<file path="config.mk">
export PLATFORM = sky130hd
export DESIGN_NAME = rot_imm_encoder
export DESIGN_NICKNAME = d
export VERILOG_FILES = /design/src/rtl/rot_imm_encoder.sv
export SDC_FILE = /design/constraint.sdc
export NUM_CORES = 1
export LEC_CHECK = 0
export ABC_AREA = 1
export BUFFER_PORTS_ARGS = -buffer_cell sky130_fd_sc_hd__buf_4
export CAP_MARGIN = 20
export CORE_UTILIZATION = 45
export DETAILED_ROUTE_END_ITERATION = 7
export RECOVER_POWER = 100
export SLEW_MARGIN = 40
export SYNTH_ARGS = -nofsm -noshare
export SYNTH_HDL_FRONTEND = slang
export SYNTH_SLANG_ARGS = --single-unit
</file>
<file path="constraint.sdc">
create_clock -name CLK -period 4.8 [get_ports CLK]
set_input_delay 0.24 -clock CLK [delete_from_list [all_inputs] [get_ports CLK]]
set_output_delay 0.24 -clock CLK [all_outputs]
set_load 0.05 [all_outputs]
</file>
<file path="src/rtl/rot_imm_encoder.sv">
// Multi-cycle search for a {Rot4, Imm8} rotate-right immediate encoding of a 32-bit constant.
// Optional ROT_IMM_ENC_INVERT_EN: after the direct search fails, also search ~Value (Inv=1).
module rot_imm_encoder #(
  parameter int CANDS_PER_CYCLE = 1
) (
  input  logic        CLK,
  input  logic        RESET,
  input  logic        Start,
  input  logic [31:0] Value,
  output logic        Busy,
  output logic        Done,
  output logic        Found,
  output logic [3:0]  Rot4,
  output logic [7:0]  Imm8,
  output logic        Inv
);

  localparam int G = 16 / CANDS_PER_CYCLE;
`ifdef ROT_IMM_ENC_INVERT_EN
  localparam int NGRP = 2 * G;
`else
  localparam int NGRP = G;
`endif

  typedef enum logic [1:0] {
    S_IDLE,
    S_SEARCH,
    S_DONE
  } state_e;

  state_e      state_q, state_d;
  logic [31:0] val_q, val_d;
  logic [4:0]  grp_q, grp_d;
  logic        found_q, found_d;
  logic [3:0]  rot_q, rot_d;
  logic [7:0]  imm_q, imm_d;

  logic        accept;
  logic        last;
  logic        phase;
  logic [31:0] src;
  logic        hit;
  logic [3:0]  hit_rot;
  logic [7:0]  hit_imm;

  function automatic logic [31:0] rol2(input logic [31:0] v,
                                       input logic [3:0] r);
    logic [63:0] w;
    w = {v, v} << {r, 1'b0};
    return w[63:32];
  endfunction

  // A request is taken whenever no search is in flight.
  assign accept = Start && (state_q != S_SEARCH);
  assign last   = (grp_q == 5'(NGRP - 1));
  // Groups past the first G cover the inverted constant.
  assign phase  = (int'(grp_q) >= G);
  assign src    = phase ? ~val_q : val_q;

  // Test every rotation of the current group; lowest match wins.
  always_comb begin
    logic [3:0]  r;
    logic [31:0] t;
    int          base;
    hit     = 1'b0;
    hit_rot = 4'd0;
    hit_imm = 8'd0;
    r       = 4'd0;
    t       = 32'd0;
    base    = (int'(grp_q) % G) * CANDS_PER_CYCLE;
    for (int i = 0; i < CANDS_PER_CYCLE; i++) begin
      r = 4'(base + i);
      t = rol2(src, r);
      if (!hit && t[31:8] == 24'd0) begin
        hit     = 1'b1;
        hit_rot = r;
        hit_imm = t[7:0];
      end
    end
  end

  // State register.
  always_ff @(posedge CLK) begin
    if (RESET) state_q <= S_IDLE;
    else       state_q <= state_d;
  end

  // Next-state logic.
  always_comb begin
    state_d = state_q;
    unique case (state_q)
      S_IDLE:   if (Start) state_d = S_SEARCH;
      S_SEARCH: if (hit || last) state_d = S_DONE;
      S_DONE:   state_d = Start ? S_SEARCH : S_IDLE;
      default:  state_d = S_IDLE;
    endcase
  end

  // Outputs decoded from state and result registers.
  always_comb begin
    Busy  = (state_q == S_SEARCH);
    Done  = (state_q == S_DONE);
    Found = found_q;
    Rot4  = rot_q;
    Imm8  = imm_q;
  end

  // Datapath next-state: latch on accept, advance or capture while searching.
  always_comb begin
    val_d   = val_q;
    grp_d   = grp_q;
    found_d = found_q;
    rot_d   = rot_q;
    imm_d   = imm_q;
    if (accept) begin
      val_d   = Value;
      grp_d   = 5'd0;
      found_d = 1'b0;
      rot_d   = 4'd0;
      imm_d   = 8'd0;
    end else if (state_q == S_SEARCH) begin
      if (hit) begin
        found_d = 1'b1;
        rot_d   = hit_rot;
        imm_d   = hit_imm;
      end else if (!last) begin
        grp_d = grp_q + 5'd1;
      end
    end
  end

  // Datapath registers.
  always_ff @(posedge CLK) begin
    if (RESET) begin
      val_q   <= 32'd0;
      grp_q   <= 5'd0;
      found_q <= 1'b0;
      rot_q   <= 4'd0;
      imm_q   <= 8'd0;
    end else begin
      val_q   <= val_d;
      grp_q   <= grp_d;
      found_q <= found_d;
      rot_q   <= rot_d;
      imm_q   <= imm_d;
    end
  end

`ifdef ROT_IMM_ENC_INVERT_EN
  logic inv_q, inv_d;

  // Inverted-form flag follows the same capture rules as the result.
  always_comb begin
    inv_d = inv_q;
    if (accept) inv_d = 1'b0;
    else if (state_q == S_SEARCH && hit) inv_d = phase;
  end

  // Inverted-form flag register.
  always_ff @(posedge CLK) begin
    if (RESET) inv_q <= 1'b0;
    else       inv_q <= inv_d;
  end

  assign Inv = inv_q;
`else
  assign Inv = 1'b0;
`endif

endmodule

</file>
==> flow_summary_export.csv <==
group,metric,value,unit
cells_and_area,synthToLayoutAreaGrowth,7.474,%
floorplanning,dieArea,9614,um2
sta,final_hold_viol_count,0,
drt,drcViolationCount,2,
synthesis,ys_warn_count,0,
drt,first_pass_iters,7,
sta,fin_ws,1.177,ns
global_routing,grt_pass1_vias,4325,
synthesis,syn-instance-count,752,
place,dp.final_hpwl,9.479,mm
sta,rsz0062_at_grt,"no",
setup_path,cp_max_fo,21,
sta,final.setup.tns,0,ns
place,io_buffers,49,
place,pre_cts_slack,1.934,ns
floorplanning,fp.dieH,98.05,um
clock_tree,cts_root_buf,"clkbuf_8",
drt,wirelength,12.38,mm
sta,slew_violations,0,
setup_path,reg2reg_slack,1.18,ns
cells_and_area,register_area,1041,um2
drt,via_per_inst,5.272,
synthesis,netlist_area,4151,um2
synthesis,synth_most_common_cell,"nand2_1",
synthesis,ys_seq_elements,52,
drt,drt_iter0_drc,303,
global_routing,grt_overflow_total,0,
power,power_density,268.9,nW/um2
clock_tree,postCtsHoldBufs,0,
synthesis,ys.flop_type,"dfxtp_1",
synthesis,ys_seq_area_share,25.08,%
floorplanning,io_pins,51,
sta,setup_viol,0,
cells_and_area,fill_cells,997,
clock_tree,max-clock-path-buffers,2,
synthesis,synth_common_cells,"260 x nand2_1, 153 x nand3_1, 68 x nor2_1",
clock_tree,numCtsBuffers,5,
power,peakVddDrop,0.1434,mV
sta,fmax,276.0,MHz
synthesis,synth.area.top_cells,"dfxtp_1 25%, nand2_1 24%, nand3_1 18%",
floorplanning,initial_utilization,47.14,%
place,gp_congestion,0.9274,
status,status,"finished with violations",
setup_path,path_class,"reg -> reg",
power,p_leak,2.202,nW
cells_and_area,drive_gt1_share,7.682,%
setup_path,critPathArrivalTime,3.85,ns
synthesis,yosys.area.top_type,"dfxtp_1",
setup_path,worstPathRequired,5.02,ns
clock_tree,tritoncts,"yes",
clock_tree,clkTransAtPathRegs,0.11,ns
drt,ant_nets,0,
setup_path,cp-end-kind,"register",
floorplanning,core_area,8806,um2
synthesis,yosysTopAreaCellShare,25.08,%
global_routing,grt_max_degree,65,
floorplanning,fp-row-count,34,
clock_tree,post_cts_resized,0,
clock_tree,clk-insertion-delay-late,0.32,ns
global_routing,antenna_found_initial,0,
sta,fin_skew,0.01298,ns
setup_path,critPathLaunchType,"register",
clock_tree,clkSinkCount,52,
cells_and_area,fin_nets,804,
sta,relSlewSlack,36.10,%
drt,dr_total_vias,4618,
synthesis,async_reset_ff_share,0,%
floorplanning,die_w,98.05,um
sta,finalCritPeriodShare,75.49,%
place,placed_cell_area,4452,um2
min_path,hp-class,"in -> reg",
drt,post_drt_wl_per_cell,14.13,um
cells_and_area,multi_input_area,2591,um2
synthesis,synth.avg_cell_area,5.521,um2
global_routing,grt_first_pass_wirelength,21.25,mm
sta,worst_slew_pin_slew,0.9549,ns
cells_and_area,diodes,0,
synthesis,synth_edf_count,0,
sta,min_period,3.623,ns
job,maxCapViolCount,0,
synthesis,syn-num-nets,789,
cells_and_area,fin_area,4462,um2
status,violations,"design-rule violations",
global_routing,track_usage,27.43,%
clock_tree,cts_max_level,2,
synthesis,synth_cell_type_count,25,
clock_tree,cts_setup_buffers,0,
==> cell usage in the layout, fill, tap and decap left out <==
cell type | Yosys | layout
nor2_1 | 68 | 67
xor2_1 | 2 | 2
clkbuf_8 | 0 | 5
clkbuf_1 | 16 | 16
inv_1 | 61 | 60
nor2_2 | 1 | 2
nand3_1 | 153 | 154
nand4_1 | 12 | 12
o21ai_0 | 43 | 43
clkinv_2 | 0 | 1
nand2_2 | 2 | 1
nor2_4 | 1 | 1
o21ai_2 | 2 | 2
nand3_2 | 2 | 2
nand2_1 | 260 | 261
conb_1 | 1 | 1
a21oi_1 | 36 | 36
ha_1 | 2 | 2
inv_6 | 0 | 1
nor3_1 | 1 | 1
buf_4 | 4 | 41
clkinv_1 | 1 | 2
inv_2 | 3 | 3
dfxtp_1 | 52 | 52
==> through the flow <==
step	hold WS [ns]	utilization, %	std cells	total power, W
final	0.09941	50.67	876	0.001200
after global placement	0.4330	50.50	868	0.0009396
after global routing	0.1031	50.67	876	0.001297
after detailed placement	0.4418	50.55	868	0.0009413
after floorplan	0.3091	-	752	0.0008282
after CTS	0.08667	51.53	876	0.001213
==> per-layer routing <==
layer / part of all wire [%] / wire length (um) / vias to the layer above / GRT usage, %
met5: 0 / 0 / - / 0
met4: 1.4 / 172 / 0 / 7.110
met3: 3.1 / 378 / 14 / 3.293
met2: 46 / 5712 / 75 / 45.72
met1: 49 / 6114 / 2084 / 37.42
li1: - / - / 2445 / -
==> state kept, by name, summed over array words and instances, names as in the netlist <==
register  count
val_q        32
grp_q         5
state_q       2
Imm8          8
Rot4          4
Found         1
==> where the power goes <==
part           switching (W)  internal [W]  total (W)
combinational       0.000314      0.000146   0.000460
sequential         0.0000135      0.000458   0.000471
clock               0.000164      0.000105   0.000268
total               0.000491      0.000708    0.00120
==> layout make-up <==
| class | instances | share of cell area, % |
|---|---|---|
| clock buffer | 6 | 1.626 |
| clock inverter | 2 | 0.3085 |
| inverter | 65 | 5.468 |
| multi-input combinational | 587 | 58.08 |
| sequential | 52 | 23.33 |
| tap | 108 | 3.029 |
| timing repair buffer | 56 | 8.160 |
==> worst max-delay path, cell delays in order, from the launching register on <==
cell,delay [ns]
dfxtp_1,0.33
clkinv_1,0.26
clkbuf_1,0.76
nand3_1,0.18
nand2_1,0.16
nand2_1,0.07
nor2_1,0.17
inv_1,0.06
nand2_1,0.10
nand3_1,0.09
nand2_1,0.34
nand3_1,0.40
nand2_1,0.35
inv_1,0.10
nor2_1,0.09
nor2_1,0.06
==> cell families (layout without fill, tap and decap cells) <==
family,Yosys count,after routing,synth area share [%]
and+or+nand+nor,501,501,51.66
buffers and inverters,113,129,12.21
AOI/OAI and AO/OA,81,81,9.946
DFF,52,52,25.08
adders and majority gates,2,2,0.6027
xor gates and xnor gates,2,2,0.4220
other,1,1,0.09033
==> worst paths after layout <==
path                            startpoint          to  cells past startpoint
worst max-delay path              grp_q[1]    grp_q[4]                     15
worst min-delay path                 RESET  state_q[0]                      2
worst max register to register    grp_q[1]    grp_q[4]                     15
worst min register to register   val_q[11]   val_q[11]                      2
Note: power is estimated with default switching activity, not from simulation.
